[src/rtl/picosoc_bus_pkg.sv]
// -----------------------------------------------------------------------------
// picosoc_bus_pkg
// Shared definitions for the picosoc single-master bus fabric:
//   - bus_state_e      : transfer FSM encoding (IDLE / REQ / RESP)
//   - MAX_NSLAVES      : upper bound on the number of slave ports
//   - SEL_W            : width of a slave index
//   - ERR_RDATA_DEFAULT: read data returned on a decode miss or timeout
//   - slot32()         : extract 32-bit slot i from a packed slot vector
// -----------------------------------------------------------------------------
package picosoc_bus_pkg;

    localparam int MAX_NSLAVES = 16;
    localparam int SEL_W       = 4;

    localparam logic [31:0] ERR_RDATA_DEFAULT = 32'hDEAD_BEEF;

    typedef enum logic [1:0] {
        ST_IDLE = 2'd0,
        ST_REQ  = 2'd1,
        ST_RESP = 2'd2
    } bus_state_e;

    // Slot i occupies bits [32*i +: 32] of a packed vector sized for MAX_NSLAVES.
    function automatic logic [31:0] slot32(input logic [MAX_NSLAVES*32-1:0] vec, input int idx);
        return vec[32*idx +: 32];
    endfunction

endpackage

[src/rtl/picosoc_bus_fabric_if.sv]
// -----------------------------------------------------------------------------
// picosoc_bus_fabric_if
// Bundles the picorv32 native memory port (m_*) and the fan-out slave side
// (s_*) of the bus fabric.
//   modport master : CPU side     - drives m_valid/m_instr/m_addr/m_wdata/m_wstrb
//   modport slave  : fabric side  - answers the CPU, drives the slave requests
//   modport periph : peripherals  - receive s_* requests, return s_ready/s_rdata
// Parameter NSLAVES sizes s_valid, s_ready and the packed s_rdata vector.
// -----------------------------------------------------------------------------
interface picosoc_bus_fabric_if #(
    parameter int NSLAVES = 4
) ();

    logic                   m_valid;
    logic                   m_instr;
    logic [31:0]            m_addr;
    logic [31:0]            m_wdata;
    logic [3:0]             m_wstrb;
    logic                   m_ready;
    logic [31:0]            m_rdata;

    logic [NSLAVES-1:0]     s_valid;
    logic [NSLAVES-1:0]     s_ready;
    logic [31:0]            s_addr;
    logic [31:0]            s_wdata;
    logic [3:0]             s_wstrb;
    logic [NSLAVES*32-1:0]  s_rdata;

    modport master (
        output m_valid, m_instr, m_addr, m_wdata, m_wstrb,
        input  m_ready, m_rdata
    );

    modport slave (
        input  m_valid, m_instr, m_addr, m_wdata, m_wstrb,
        output m_ready, m_rdata,
        output s_valid, s_addr, s_wdata, s_wstrb,
        input  s_ready, s_rdata
    );

    modport periph (
        input  s_valid, s_addr, s_wdata, s_wstrb,
        output s_ready, s_rdata
    );

endinterface

[src/rtl/picosoc_bus_decode.sv]
// -----------------------------------------------------------------------------
// picosoc_bus_decode
// Combinational address decoder. Slave i is hit when
// (addr & SLV_MASK[i]) == SLV_BASE[i]. When windows overlap the lowest index
// wins.
//   addr : in  32      address to decode
//   hit  : out 1       at least one window matches
//   sel  : out SEL_W   index of the lowest matching slave (0 when no hit)
// -----------------------------------------------------------------------------
module picosoc_bus_decode
    import picosoc_bus_pkg::*;
#(
    parameter int                    NSLAVES  = 4,
    parameter logic [NSLAVES*32-1:0] SLV_BASE = {NSLAVES{32'h0000_0000}},
    parameter logic [NSLAVES*32-1:0] SLV_MASK = {NSLAVES{32'hFFFF_FFFF}}
) (
    input  logic [31:0]      addr,
    output logic             hit,
    output logic [SEL_W-1:0] sel
);

    logic [MAX_NSLAVES*32-1:0] base_ext;
    logic [MAX_NSLAVES*32-1:0] mask_ext;

    // Priority compare: scanning from the top down lets the lowest index overwrite.
    always_comb begin
        base_ext                    = '0;
        mask_ext                    = '0;
        base_ext[NSLAVES*32-1:0]    = SLV_BASE;
        mask_ext[NSLAVES*32-1:0]    = SLV_MASK;
        hit                         = 1'b0;
        sel                         = '0;
        for (int i = NSLAVES - 1; i >= 0; i--) begin
            if ((addr & slot32(mask_ext, i)) == slot32(base_ext, i)) begin
                hit = 1'b1;
                sel = SEL_W'(i);
            end else begin
                hit = hit;
                sel = sel;
            end
        end
    end

endmodule

[src/rtl/picosoc_bus_fabric.sv]
// -----------------------------------------------------------------------------
// picosoc_bus_fabric
// Single-master, NSLAVES-port fabric between the picorv32 native memory port
// and the SoC peripherals. Table-driven base/mask decode, registered one-hot
// slave requests, decode-miss error response and an optional watchdog.
//
// Ports
//   clk      : in   system clock
//   reset    : in   asynchronous reset, active-high
//   bus      : picosoc_bus_fabric_if.slave (m_* from the CPU, s_* to slaves)
//   err_irq  : out  one-cycle pulse on decode miss or timeout
//   err_addr : out  address of the most recent errored access, bit0 = m_instr
//
// Build option
//   PICOSOC_BUS_TIMEOUT_EN : when defined, a REQ that sees no s_ready within
//                            TIMEOUT_CYCLES cycles is terminated with
//                            ERR_RDATA and an err_irq pulse.
//
// Transfer: IDLE -(hit)-> REQ -(s_ready)-> RESP -> IDLE, IDLE -(miss)-> RESP.
// m_ready pulses one cycle after RESP; IDLE ignores m_valid while that pulse
// is out because the master has not yet had a chance to drop its request.
// -----------------------------------------------------------------------------
module picosoc_bus_fabric
    import picosoc_bus_pkg::*;
#(
    parameter int                    NSLAVES        = 4,
    parameter logic [NSLAVES*32-1:0] SLV_BASE       = {NSLAVES{32'h0000_0000}},
    parameter logic [NSLAVES*32-1:0] SLV_MASK       = {NSLAVES{32'hFFFF_FFFF}},
    parameter logic [31:0]           ERR_RDATA      = ERR_RDATA_DEFAULT,
    parameter int                    TIMEOUT_CYCLES = 1024
) (
    input  logic                 clk,
    input  logic                 reset,
    picosoc_bus_fabric_if.slave  bus,
    output logic                 err_irq,
    output logic [31:0]          err_addr
);

    bus_state_e          state_r;
    bus_state_e          state_nx;

    logic [NSLAVES-1:0]  s_valid_r;
    logic [31:0]         s_addr_r;
    logic [31:0]         s_wdata_r;
    logic [3:0]          s_wstrb_r;
    logic                instr_r;
    logic                m_ready_r;
    logic [31:0]         m_rdata_r;
    logic                err_irq_r;
    logic [31:0]         err_addr_r;

    logic                dec_hit_s;
    logic [SEL_W-1:0]    dec_sel_s;
    logic [NSLAVES-1:0]  sel_onehot_s;
    logic [31:0]         slv_rdata_s;
    logic                slv_ready_s;
    logic                wd_expire_s;

    logic                take_req_s;
    logic                miss_s;
    logic                done_ok_s;
    logic                timeout_s;

    picosoc_bus_decode #(
        .NSLAVES  (NSLAVES),
        .SLV_BASE (SLV_BASE),
        .SLV_MASK (SLV_MASK)
    ) u_decode (
        .addr (bus.m_addr),
        .hit  (dec_hit_s),
        .sel  (dec_sel_s)
    );

    // Decoded index to one-hot request; read data and ready of the active slave only.
    always_comb begin
        sel_onehot_s = '0;
        slv_rdata_s  = 32'h0000_0000;
        for (int i = 0; i < NSLAVES; i++) begin
            sel_onehot_s[i] = (dec_sel_s == SEL_W'(i));
            slv_rdata_s     = slv_rdata_s | ({32{s_valid_r[i]}} & bus.s_rdata[32*i +: 32]);
        end
        slv_ready_s = |(bus.s_ready & s_valid_r);
    end

`ifdef PICOSOC_BUS_TIMEOUT_EN
    localparam int WD_W = $clog2(TIMEOUT_CYCLES);

    logic [WD_W-1:0] wd_cnt_r;

    // Watchdog: cleared on entry to REQ, counts every REQ cycle.
    always_ff @(posedge clk or posedge reset) begin
        if (reset) begin
            wd_cnt_r <= '0;
        end else if (take_req_s) begin
            wd_cnt_r <= '0;
        end else if (state_r == ST_REQ) begin
            wd_cnt_r <= wd_cnt_r + WD_W'(1'b1);
        end else begin
            wd_cnt_r <= wd_cnt_r;
        end
    end

    assign wd_expire_s = (wd_cnt_r == WD_W'(TIMEOUT_CYCLES - 1));
`else
    // Without the watchdog the limit parameter has no consumer; fold it away.
    logic unused_timeout_cfg;
    assign unused_timeout_cfg = ^32'(TIMEOUT_CYCLES);
    assign wd_expire_s        = 1'b0;
`endif

    // FSM state register.
    always_ff @(posedge clk or posedge reset) begin
        if (reset) begin
            state_r <= ST_IDLE;
        end else begin
            state_r <= state_nx;
        end
    end

    // FSM next state and per-cycle transfer events; s_ready wins over an expiring watchdog.
    always_comb begin
        state_nx   = state_r;
        take_req_s = 1'b0;
        miss_s     = 1'b0;
        done_ok_s  = 1'b0;
        timeout_s  = 1'b0;
        case (state_r)
            ST_IDLE: begin
                if (bus.m_valid && !m_ready_r) begin
                    if (dec_hit_s) begin
                        state_nx   = ST_REQ;
                        take_req_s = 1'b1;
                    end else begin
                        state_nx   = ST_RESP;
                        miss_s     = 1'b1;
                    end
                end else begin
                    state_nx = ST_IDLE;
                end
            end
            ST_REQ: begin
                if (slv_ready_s) begin
                    state_nx  = ST_RESP;
                    done_ok_s = 1'b1;
                end else if (wd_expire_s) begin
                    state_nx  = ST_RESP;
                    timeout_s = 1'b1;
                end else begin
                    state_nx  = ST_REQ;
                end
            end
            ST_RESP: begin
                state_nx = ST_IDLE;
            end
            default: begin
                state_nx = ST_IDLE;
            end
        endcase
    end

    // Datapath registers: request capture, slave strobes, response and error capture.
    always_ff @(posedge clk or posedge reset) begin
        if (reset) begin
            s_valid_r  <= '0;
            s_addr_r   <= 32'h0000_0000;
            s_wdata_r  <= 32'h0000_0000;
            s_wstrb_r  <= 4'b0000;
            instr_r    <= 1'b0;
            m_ready_r  <= 1'b0;
            m_rdata_r  <= 32'h0000_0000;
            err_irq_r  <= 1'b0;
            err_addr_r <= 32'h0000_0000;
        end else begin
            if (take_req_s || miss_s) begin
                s_addr_r  <= bus.m_addr;
                s_wdata_r <= bus.m_wdata;
                s_wstrb_r <= bus.m_wstrb;
                instr_r   <= bus.m_instr;
            end else begin
                s_addr_r  <= s_addr_r;
                s_wdata_r <= s_wdata_r;
                s_wstrb_r <= s_wstrb_r;
                instr_r   <= instr_r;
            end

            if (take_req_s) begin
                s_valid_r <= sel_onehot_s;
            end else if (done_ok_s || timeout_s) begin
                s_valid_r <= '0;
            end else begin
                s_valid_r <= s_valid_r;
            end

            if (miss_s || timeout_s) begin
                m_rdata_r <= ERR_RDATA;
            end else if (done_ok_s) begin
                m_rdata_r <= slv_rdata_s;
            end else begin
                m_rdata_r <= m_rdata_r;
            end

            // A miss reports the live request; a timeout reports the captured one.
            if (miss_s) begin
                err_addr_r <= {bus.m_addr[31:1], bus.m_instr};
            end else if (timeout_s) begin
                err_addr_r <= {s_addr_r[31:1], instr_r};
            end else begin
                err_addr_r <= err_addr_r;
            end

            m_ready_r <= (state_r == ST_RESP);
            err_irq_r <= miss_s || timeout_s;
        end
    end

    assign bus.s_valid = s_valid_r;
    assign bus.s_addr  = s_addr_r;
    assign bus.s_wdata = s_wdata_r;
    assign bus.s_wstrb = s_wstrb_r;
    assign bus.m_ready = m_ready_r;
    assign bus.m_rdata = m_rdata_r;
    assign err_irq     = err_irq_r;
    assign err_addr    = err_addr_r;

endmodule

[src/flat_wrapper.sv]
// flat-port wrapper written by rule: the top's interface ports become plain ports
module picosoc_bus_fabric_flat import picosoc_bus_pkg::*;
#(
    parameter int                    NSLAVES        = 4,
    parameter logic [NSLAVES*32-1:0] SLV_BASE       = {NSLAVES{32'h0000_0000}},
    parameter logic [NSLAVES*32-1:0] SLV_MASK       = {NSLAVES{32'hFFFF_FFFF}},
    parameter logic [31:0]           ERR_RDATA      = ERR_RDATA_DEFAULT,
    parameter int                    TIMEOUT_CYCLES = 1024
)
  (clk, reset, err_irq, err_addr, bus_m_valid, bus_m_instr, bus_m_addr, bus_m_wdata, bus_m_wstrb, bus_m_ready, bus_m_rdata, bus_s_valid, bus_s_addr, bus_s_wdata, bus_s_wstrb, bus_s_ready, bus_s_rdata);
  picosoc_bus_fabric_if #(.NSLAVES(NSLAVES)) bus_i ();
  input  logic clk;
  input  logic reset;
  output logic err_irq;
  output logic [31:0] err_addr;
  input wire logic [$bits(bus_i.m_valid)-1:0] bus_m_valid;
  input wire logic [$bits(bus_i.m_instr)-1:0] bus_m_instr;
  input wire logic [$bits(bus_i.m_addr)-1:0] bus_m_addr;
  input wire logic [$bits(bus_i.m_wdata)-1:0] bus_m_wdata;
  input wire logic [$bits(bus_i.m_wstrb)-1:0] bus_m_wstrb;
  output wire logic [$bits(bus_i.m_ready)-1:0] bus_m_ready;
  output wire logic [$bits(bus_i.m_rdata)-1:0] bus_m_rdata;
  output wire logic [$bits(bus_i.s_valid)-1:0] bus_s_valid;
  output wire logic [$bits(bus_i.s_addr)-1:0] bus_s_addr;
  output wire logic [$bits(bus_i.s_wdata)-1:0] bus_s_wdata;
  output wire logic [$bits(bus_i.s_wstrb)-1:0] bus_s_wstrb;
  input wire logic [$bits(bus_i.s_ready)-1:0] bus_s_ready;
  input wire logic [$bits(bus_i.s_rdata)-1:0] bus_s_rdata;
  assign bus_i.m_valid = bus_m_valid;
  assign bus_i.m_instr = bus_m_instr;
  assign bus_i.m_addr = bus_m_addr;
  assign bus_i.m_wdata = bus_m_wdata;
  assign bus_i.m_wstrb = bus_m_wstrb;
  assign bus_m_ready = bus_i.m_ready;
  assign bus_m_rdata = bus_i.m_rdata;
  assign bus_s_valid = bus_i.s_valid;
  assign bus_s_addr = bus_i.s_addr;
  assign bus_s_wdata = bus_i.s_wdata;
  assign bus_s_wstrb = bus_i.s_wstrb;
  assign bus_i.s_ready = bus_s_ready;
  assign bus_i.s_rdata = bus_s_rdata;
  picosoc_bus_fabric #(.NSLAVES(NSLAVES), .SLV_BASE(SLV_BASE), .SLV_MASK(SLV_MASK), .ERR_RDATA(ERR_RDATA), .TIMEOUT_CYCLES(TIMEOUT_CYCLES)) u_core (.clk(clk), .reset(reset), .bus(bus_i), .err_irq(err_irq), .err_addr(err_addr));
endmodule
[config.mk]
export PLATFORM = sky130hd
export DESIGN_NAME = picosoc_bus_fabric_flat
export DESIGN_NICKNAME = d
export VERILOG_FILES = /design/src/rtl/picosoc_bus_pkg.sv /design/src/rtl/picosoc_bus_fabric_if.sv /design/src/rtl/picosoc_bus_decode.sv /design/src/rtl/picosoc_bus_fabric.sv /design/src/flat_wrapper.sv
export SDC_FILE = /design/constraint.sdc
export NUM_CORES = 1
export LEC_CHECK = 0
export CELL_PAD_IN_SITES_DETAIL_PLACEMENT = 1
export CELL_PAD_IN_SITES_GLOBAL_PLACEMENT = 1
export CORE_UTILIZATION = 26
export CTS_CLUSTER_SIZE = 16
export DETAILED_ROUTE_END_ITERATION = 7
export GPL_TIMING_DRIVEN = 0
export PLACE_DENSITY_LB_ADDON = 0.3
export SLEW_MARGIN = 20
export SYNTH_ARGS = -nofsm -noshare
export SYNTH_HDL_FRONTEND = slang
export SYNTH_SLANG_ARGS = --single-unit
[constraint.sdc]
create_clock -name clk -period 6.1 [get_ports clk]
set_input_delay 1.22 -clock clk [delete_from_list [all_inputs] [get_ports clk]]
set_output_delay 1.22 -clock clk [all_outputs]
set_load 0.01 [all_outputs]
==> results of run 1 <==
power by group:
part / leakage [uW] / internal, uW / switching, uW / total [uW]
clock: 0.000321 / 752 / 405 / 1160
sequential: 0.00162 / 1050 / 79.6 / 1130
combinational: 0.00215 / 371 / 289 / 659
per-layer routing:
| layer | global-route usage (%) | vias to the layer above | routed length, microns | share of wire, % |
|---|---|---|---|---|
| li1 | - | 2182 | - | - |
| met1 | 20.1 | 2322 | 7260 | 40 |
| met2 | 31.5 | 165 | 8960 | 50 |
| met3 | 6.26 | 23 | 1430 | 7.9 |
| met4 | 6.81 | 2 | 325 | 1.8 |
| met5 | 0 | - | 8 | 0.044 |
cell families (layout without fill, tap and decap cells):
| logic type | Yosys count | in the layout | synth area share [%] |
|---|---|---|---|
| muxes | 1 | 1 | 0.214 |
| other | 1 | 3 | 0.0713 |
| DFF | 137 | 137 | 65.2 |
| AOI/OAI and AO/OA | 43 | 43 | 7.59 |
| and+or+nand+nor | 309 | 309 | 23.9 |
| buffers and inverters | 34 | 306 | 3.07 |
stage by stage:
stage	total power [uW]	util [%]	area [sq um]
6_report	2940	44.2	8690
5_1_grt	3090	44.2	8690
4_1_cts	2990	44.2	8690
3_5_place_dp	1810	40.8	8030
3_3_place_gp	1780	40.7	7990
2_1_floorplan	1370	-	5270
state kept, by name, indices dropped and copies added, names as in the netlist:
name / flops
u_core.err_irq: 1
u_core.bus.s_valid: 1
u_core.bus.s_wstrb: 4
u_core.err_addr: 32
u_core.bus.m_rdata: 32
u_core.state_r: 2
u_core.bus.s_addr: 32
u_core.bus.s_wdata: 32
u_core.bus.m_ready: 1
synth_stat cells:
library cell / instances
nand3_1: 24
or4b_1: 1
clkbuf_1: 16
inv_1: 2
a21o_1: 1
a21bo_2: 17
and4b_1: 1
nor4_1: 8
buf_2: 12
nor4b_4: 1
nor3_1: 1
mux2_1: 1
buf_6: 1
nand4b_1: 1
o21ai_1: 1
a21boi_0: 9
a22o_1: 1
nand4_1: 2
nand2_1: 269
buf_4: 3
o21ba_2: 1
nor2b_1: 1
a21bo_1: 13
conb_1: 1
dfrtp_1: 137
worst max-delay path, cell delays in order:
cell,delay (ns)
clkdlybuf4s50_1,0.48
nor4_1,0.45
nand4_1,0.21
o21ai_1,0.21
clkbuf_1,0.47
a21boi_0,0.29
worst min-delay path by stage:
stage                                         to                   start  slack (ns)
after floorplan           u_core.bus.s_wdata[26]  u_core.bus.s_wdata[26]        0.51
after detailed placement   u_core.bus.s_addr[10]   u_core.bus.s_addr[10]        0.46
after CTS                  u_core.bus.s_addr[10]   u_core.bus.s_addr[10]        0.48
after global placement    u_core.bus.s_wdata[14]  u_core.bus.s_wdata[14]        0.46
after global routing      u_core.bus.s_wdata[23]  u_core.bus.s_wdata[23]        0.51
final                       u_core.bus.s_addr[0]    u_core.bus.s_addr[0]        0.47
cell type report:
cell class              instances  area, sq um
flip-flops and latches        137         3430
inverters                       2         15.0
well taps                     265          332
plain buffers                  32          154
clock inverters                13          214
multi-input cells             356         1680
fillers                      2250        11000
clock buffers                  19          453
repair buffers                240         2420
==> flow_metrics.env, run 1 <==
export IMPL_hold_depth=2
export IMPL_holdBufCountCts=0
export IMPL_cts_htree_levels=4
export IMPL_synth_yosys_seq_area_share_pct=65.2
export IMPL_relSlewSlack_pct=62.5
export IMPL_die_w_microns=144
export IMPL_die_area_sq_um=20800
export IMPL_r2r_start="u_core.state_r[0]"
export IMPL_cp_start_kind="primary input"
export IMPL_grtUsageTotal_pct=18.0
export IMPL_cts_num_sinks=137
export IMPL_power_density_nw_per_um2=338
export IMPL_cts_tree="built"
export IMPL_end_kind="register"
export IMPL_hpwl_microns=13800
export IMPL_worst_slew_pin_transition_ns=0.563
export IMPL_rows=51
export IMPL_clock_latency_ns=0.41
export IMPL_wirelength_microns=18000
export IMPL_drc_errors=0
export IMPL_dpl_cell_count=1032
export IMPL_yosys_area_top_type_share_pct=65.2
export IMPL_drv_cap=0
export IMPL_synthTopCellsByArea="dfrtp_1 65%, nand2_1 19%, a21bo_2 3.2%"
export IMPL_crit_start="bus_m_addr[1]"
export IMPL_p_leak_uw=0.00409
export IMPL_drtAntennaViolNets=0
export IMPL_synth_area_per_cell_sq_um=10.0
export IMPL_yosys_warnings=0
export IMPL_crit_path_end="u_core.bus.m_rdata[14]"
export IMPL_cts_setup_buffers=0
export IMPL_worstPathArrival_ns=3.33
export IMPL_synth_top_area_cell="dfrtp_1"
export IMPL_finClkSkew_ns=0.00640
export IMPL_outcome="finished clean"
export IMPL_start_util_pct=26.8
export IMPL_whs_ns=0.472
export IMPL_drive_gt1_share_pct=8.64
export IMPL_syn_area_sq_um=5260
export IMPL_slew_violations=0
export IMPL_ioPinCount=342
export IMPL_stdcell_count=1064
export IMPL_antennaDiodeCount=0
export IMPL_crit_fanout=10
export IMPL_path_clk_slew_ns=0.06
export IMPL_die_y_microns=144
export IMPL_worstPathRequired_ns=6.41
export IMPL_r2r_setup_slack_ns=4.11
export IMPL_period_share_pct=49.4
export IMPL_pre_cts_ws_ns=2.51
export IMPL_cts_root_buf="clkbuf_16"
export IMPL_layout_min_cycle_time_ns=3.01
export IMPL_drtIter0Drc=170
export IMPL_fin_ws_ns=3.09
export IMPL_antenna_found_initial=1
export IMPL_grt_overflow_total=0
export IMPL_hp_class="register to register"
export IMPL_gp_congestion=0.757
export IMPL_cts_resized=0
export IMPL_layout_common_cells="269 x nand2_1, 239 x clkdlybuf4s50_1, 137 x dfrtp_1"
export IMPL_wl_per_cell_microns=16.9
export IMPL_final_setup_viol_count=0
export IMPL_synthDistinctLibCells=25
export IMPL_core_area_sq_um=19700
export IMPL_synth_seq_cells=137
export IMPL_cts_buffers=17
export IMPL_dr_pass1_iters=4
export IMPL_port_buffers=239
export IMPL_fmax_ghz=0.332
export IMPL_vdd_drop_max_mv=0.181
export IMPL_clockBufferDepth=2
export IMPL_area_growth_syn_to_layout_pct=65.3
export IMPL_fin_nets=990
export IMPL_critical_path_class="primary input to register"
export IMPL_layout_commonest_cell="nand2_1"
export IMPL_r2r_end="u_core.err_addr[1]"
export IMPL_netlist_instances=525
export IMPL_vias_per_cell=4.41
export IMPL_grt_max_degree=71
export IMPL_grt_pass1_wl_microns=28000
export IMPL_ff2ff_path_depth=5
export IMPL_setup_tns_ns=0
export IMPL_vias=4694
export IMPL_rsz0062_at_grt="no"
export IMPL_grt_pass1_vias=5243
export IMPL_hold_viol=0
Note: power is estimated with default switching activity, not from simulation.
==> inputs of run 2 (changes only) <==
- clock period: 6.1 -> 2.8 ns (I/O delays scaled with it)
==> flow_metrics.env, run 2 (synthesis gave the netlist of run 1 again) <==
export IMPL_drc_errors=0
export IMPL_holdBufCountCts=0
export IMPL_cts_htree_levels=4
export IMPL_area_growth_syn_to_layout_pct=64.2
export IMPL_hpwl_microns=13600
export IMPL_rows=51
export IMPL_fin_total_pwr_uw=6020
export IMPL_critPathMaxStageDelay_ns=0.52
export IMPL_setup_tns_ns=0
export IMPL_wl_per_cell_microns=16.5
export IMPL_cp_start_kind="primary input"
export IMPL_cts_tree="built"
export IMPL_p_int_uw=4350
export IMPL_drtIter0Drc=81
export IMPL_clock_latency_ns=0.42
export IMPL_grtUsageMet3_pct=5.63
export IMPL_finClkSkew_ns=0.00874
export IMPL_crit_slowest_cell="clkbuf_1"
export IMPL_cts_setup_buffers=0
export IMPL_cp_top_family="buffers and inverters"
export IMPL_vdd_drop_max_mv=0.367
export IMPL_slew_violations=0
export IMPL_grt_use_met2_pct=29.7
export IMPL_layout_min_cycle_time_ns=2.39
export IMPL_critical_path_class="primary input to register"
export IMPL_end_kind="register"
export IMPL_crit_fanout=10
export IMPL_drtAntennaViolNets=0
export IMPL_period_share_pct=85.4
export IMPL_gp_congestion=0.722
export IMPL_power_density_nw_per_um2=697
export IMPL_cts_resized=0
export IMPL_cts_root_buf="clkbuf_16"
export IMPL_layout_common_cells="269 x nand2_1, 239 x clkdlybuf4s50_1, 137 x dfrtp_1"
export IMPL_worstPathArrival_ns=2.72
export IMPL_worstPathRequired_ns=3.12
export IMPL_hold_viol=0
export IMPL_worst_slew_pin_transition_ns=0.653
export IMPL_cts_buffers=17
export IMPL_path_clk_slew_ns=0.06
export IMPL_antenna_found_initial=0
export IMPL_pwr_share_seq_pct=40.8
export IMPL_die_y_microns=144
export IMPL_cp_num_buf_inv=2
export IMPL_fin_nets=993
export IMPL_p_leak_uw=0.00406
export IMPL_r2r_setup_slack_ns=0.74
export IMPL_port_buffers=239
export IMPL_hp_class="register to register"
export IMPL_grt_overflow_total=0
export IMPL_cp_cell_sequence="clkdlybuf4s50_1 -> nor4_1 -> nand4_1 -> o21ai_1 -> clkbuf_1 -> a21boi_0"
export IMPL_grtUsageTotal_pct=17.6
export IMPL_dr_pass1_iters=4
export IMPL_layout_commonest_cell="nand2_1"
export IMPL_fmax_ghz=0.418
export IMPL_core_area_sq_um=19700
export IMPL_vias=4645
export IMPL_ioPinCount=342
export IMPL_antennaDiodeCount=0
export IMPL_grt_max_degree=35
export IMPL_final_setup_viol_count=0
export IMPL_cts_num_sinks=137
export IMPL_grt_busiest_layer="met2"
export IMPL_grt_pass1_wl_microns=27600
export IMPL_relSlewSlack_pct=56.4
export IMPL_clock_power_share_pct=35.3
export IMPL_pwr_share_comb_pct=23.9
export IMPL_drv_cap=0
export IMPL_n_fill_cell=2244
export IMPL_drive_gt1_share_pct=8.75
export IMPL_switchingPower_uw=1670
export IMPL_outcome="finished clean"
export IMPL_die_area_sq_um=20800
export IMPL_grt_pass1_vias=5148
export IMPL_start_util_pct=26.8
export IMPL_vias_per_cell=4.36
export IMPL_clockBufferDepth=2
export IMPL_grt_met1_usage_pct=20.7
export IMPL_wirelength_microns=17500
export IMPL_netSwitchingFraction_pct=27.7
export IMPL_die_w_microns=144
export IMPL_rsz0062_at_grt="no"
-- run 2: cell types whose count changed in the layout (fill, tap and decap cells not counted), sizes merged --
| cell | previous run | this run |
|---|---|---|
| clkinvlp | 2 | 4 |
| buf | 17 | 20 |
| bufinv | 5 | 1 |
| clkinv | 3 | 5 |
| inv | 5 | 3 |
-- run 2: worst register-to-register path, delay by kind of cell (launching register included) --
kind | cells | cell delay [ns]
simple gates | 1 | 0.62
buf+inv | 2 | 0.46
flops | 1 | 0.45
compound gates | 2 | 0.43
-- run 2: power by group through the flow --
stage / clock network (uW) / registers (uW) / logic [uW]
2_1_floorplan: 0 / 2610 / 376
3_5_place_dp: 0 / 2490 / 1460
5_1_grt: 2270 / 2490 / 1560
6_report: 2130 / 2450 / 1440
3_3_place_gp: 0 / 2470 / 1410
4_1_cts: 2190 / 2460 / 1470
-- run 2: metrics by stage --
stage	hold WS, ns	area (sq um)	cells	utilization, %	worst slack (ns)
floorplan	0.507	5270	527	-	0.533
global placement	0.460	8000	1031	40.7	-0.701
detailed placement	0.462	8080	1035	41.1	-0.0770
CTS	0.476	8630	1065	43.9	0.395
global route	0.495	8630	1065	43.9	0.276
finish	0.472	8630	1065	43.9	0.408
-- run 2: cell type report --
type	count	area (sq um)	share of cell area (%)
multi-input combinational	356	1680	19.4
inverter	2	11.3	0.130
sequential	137	3430	39.7
clock inverter	11	98.8	1.14
tap	265	332	3.84
buffer	32	154	1.78
clock buffer	19	453	5.25
timing repair buffer	243	2480	28.7
-- run 2: routing by layer --
metal / up-vias / routed length (microns)
li1: 2188 / -
met1: 2270 / 7160
met2: 166 / 8650
met3: 21 / 1360
met4: 0 / 368
met5: - / 0
-- run 2: path summary, 6_finish.rpt --
path / startpoint / to / cells past startpoint
setup / recovery: bus_m_addr[17] / u_core.bus.m_rdata[8] / 6
hold / removal: u_core.bus.s_addr[20] / u_core.bus.s_addr[20] / 2
setup reg to reg: u_core.state_r[0] / u_core.err_addr[2] / 5
hold reg to reg: u_core.bus.s_addr[20] / u_core.bus.s_addr[20] / 2
max in group asynchronous: reset / u_core.err_addr[30] / 5
min in group asynchronous: reset / u_core.err_addr[12] / 2
==> inputs of run 3 (changes only) <==
- CORE_MARGIN: default -> 2
- RECOVER_POWER: default -> 50
- TNS_END_PERCENT: default -> 20
==> flow_metrics.env, run 3 (synthesis gave the netlist of run 1 again) <==
export IMPL_hp_class="register to register"
export IMPL_cp_start_kind="primary input"
export IMPL_grt_max_degree=35
export IMPL_final_setup_viol_count=0
export IMPL_design_area_sq_um=8610
export IMPL_port_buffers=239
export IMPL_worstPathRequired_ns=3.39
export IMPL_worstPathArrival_ns=2.93
export IMPL_multi_input_area_sq_um=1680
export IMPL_vias=4686
export IMPL_drtIter0Drc=131
export IMPL_regArea_sq_um=3430
export IMPL_setup_tns_ns=0
export IMPL_vdd_drop_max_mv=0.377
export IMPL_pwr_share_comb_pct=23.3
export IMPL_cts_num_sinks=137
export IMPL_clock_power_share_pct=36.0
export IMPL_netSwitchingFraction_pct=27.0
export IMPL_layout_common_cells="269 x nand2_1, 177 x clkdlybuf4s50_1, 137 x dfrtp_1"
export IMPL_switchingPower_uw=1620
export IMPL_core_area_sq_um=20000
export IMPL_holdBufCountCts=0
export IMPL_hpwl_microns=14300
export IMPL_hold_end="u_core.bus.s_wdata[28]"
export IMPL_antenna_found_initial=0
export IMPL_end_kind="async pin"
export IMPL_n_fill_cell=2294
export IMPL_p_int_uw=4380
export IMPL_worst_slew_pin_transition_ns=1.13
export IMPL_die_area_sq_um=21400
export IMPL_clock_latency_ns=0.41
export IMPL_hold_depth=2
export IMPL_layout_min_cycle_time_ns=2.34
export IMPL_grt_pass1_wl_microns=28900
export IMPL_p_leak_uw=0.00407
export IMPL_layout_commonest_cell="nand2_1"
export IMPL_wl_per_cell_microns=17.2
export IMPL_rsz0062_at_grt="no"
export IMPL_grtUsageTotal_pct=17.4
export IMPL_gp_congestion=0.752
export IMPL_vias_per_cell=4.38
export IMPL_cts_buffers=17
export IMPL_power_density_nw_per_um2=697
export IMPL_cts_resized=0
export IMPL_cts_htree_levels=4
export IMPL_relSlewSlack_pct=24.2
export IMPL_cts_tree="built"
export IMPL_crit_fanout=34
export IMPL_start_util_pct=26.2
export IMPL_drc_errors=0
export IMPL_clockBufferDepth=2
export IMPL_hold_viol=0
export IMPL_ioPinCount=342
export IMPL_grt_overflow_total=0
export IMPL_r2r_start="u_core.state_r[0]"
export IMPL_rows=52
export IMPL_fin_nets=993
export IMPL_r2r_end="u_core.bus.s_addr[12]"
export IMPL_slew_violations=0
export IMPL_outcome="finished clean"
export IMPL_wirelength_microns=18400
export IMPL_drv_cap=0
export IMPL_pwr_share_seq_pct=40.7
export IMPL_finClkSkew_ns=0.00933
export IMPL_cts_setup_buffers=0
export IMPL_drive_gt1_share_pct=8.38
export IMPL_die_w_microns=146
export IMPL_path_clk_slew_ns=0.06
export IMPL_r2r_setup_slack_ns=0.71
export IMPL_area_growth_syn_to_layout_pct=63.7
export IMPL_ff2ff_path_depth=6
export IMPL_worstHoldStart="u_core.bus.s_wdata[28]"
export IMPL_dr_pass1_iters=5
export IMPL_die_y_microns=146
export IMPL_antennaDiodeCount=0
export IMPL_cts_root_buf="clkbuf_16"
export IMPL_drtAntennaViolNets=0
export IMPL_dpl_cell_area_sq_um=8090
export IMPL_period_share_pct=83.7
export IMPL_grt_pass1_vias=5170
export IMPL_critical_path_class="primary input to async pin"
export IMPL_fmax_ghz=0.427
==> run 3: cell types whose count changed in the layout (fill, tap and decap cells not counted), sizes merged <==
cell | before | now
clkdlybuf4s50 | 239 | 177
dlygate4sd3 | 0 | 62
clkbuf | 35 | 40
buf | 20 | 17
inv | 3 | 1
bufinv | 1 | 2
clkinvlp | 4 | 3
==> run 3: worst max-delay path by stage <==
stage | from | to | slack, ns
2_1_floorplan | reset | u_core.bus.m_rdata[0] | 0.53
3_3_place_gp | reset | u_core.bus.s_wdata[13] | -0.69
3_5_place_dp | bus_m_addr[17] | u_core.bus.m_rdata[8] | -0.05
4_1_cts | bus_m_addr[17] | u_core.bus.m_rdata[8] | 0.39
5_1_grt | reset | u_core.bus.s_addr[29] | 0.17
6_report | reset | u_core.bus.s_addr[29] | 0.46
==> run 3: final cells by class <==
class                           count  share of cell area (%)
Clock buffer                       21                    5.35
Multi-Input combinational cell    356                    19.5
Tap cell                          270                    3.92
Clock inverter                      9                    1.16
Timing Repair Buffer              243                    28.5
Buffer                             32                    1.70
Sequential cell                   137                    39.8
Inverter                            2                   0.102
==> run 3: routing by layer <==
layer,global-route usage [%],vias up,wire (microns)
met5,0,-,0
met3,5.91,15,1260
met4,5.29,0,232
met1,20.8,2315,7620
li1,-,2194,-
met2,29.9,162,9270
==> run 3: power by group through the flow <==
stage | Clock (uW) | Combinational (uW) | Sequential, uW
after CTS | 2220 | 1480 | 2450
after detailed placement | 0 | 1470 | 2490
final | 2160 | 1400 | 2440
after floorplan | 0 | 376 | 2610
after global placement | 0 | 1420 | 2470
after global routing | 2320 | 1510 | 2480
==> run 3: worst max-delay path: stages <==
cell and delay, ns:
dlygate4sd3_1 0.55, clkinvlp_2 0.67, clkbuf_2 0.80, buf_12 0.30
==> run 3: metrics by stage <==
stage | hold slack (ns) | setup slack (ns) | power (uW) | utilization (%) | std cells
finish | 0.471 | 0.456 | 6000 | 43.0 | 1070
global route | 0.501 | 0.171 | 6310 | 43.0 | 1070
CTS | 0.478 | 0.386 | 6160 | 43.2 | 1070
detailed placement | 0.462 | -0.0520 | 3960 | 40.4 | 1040
global placement | 0.459 | -0.691 | 3890 | 39.9 | 1036
floorplan | 0.507 | 0.533 | 2980 | - | 527
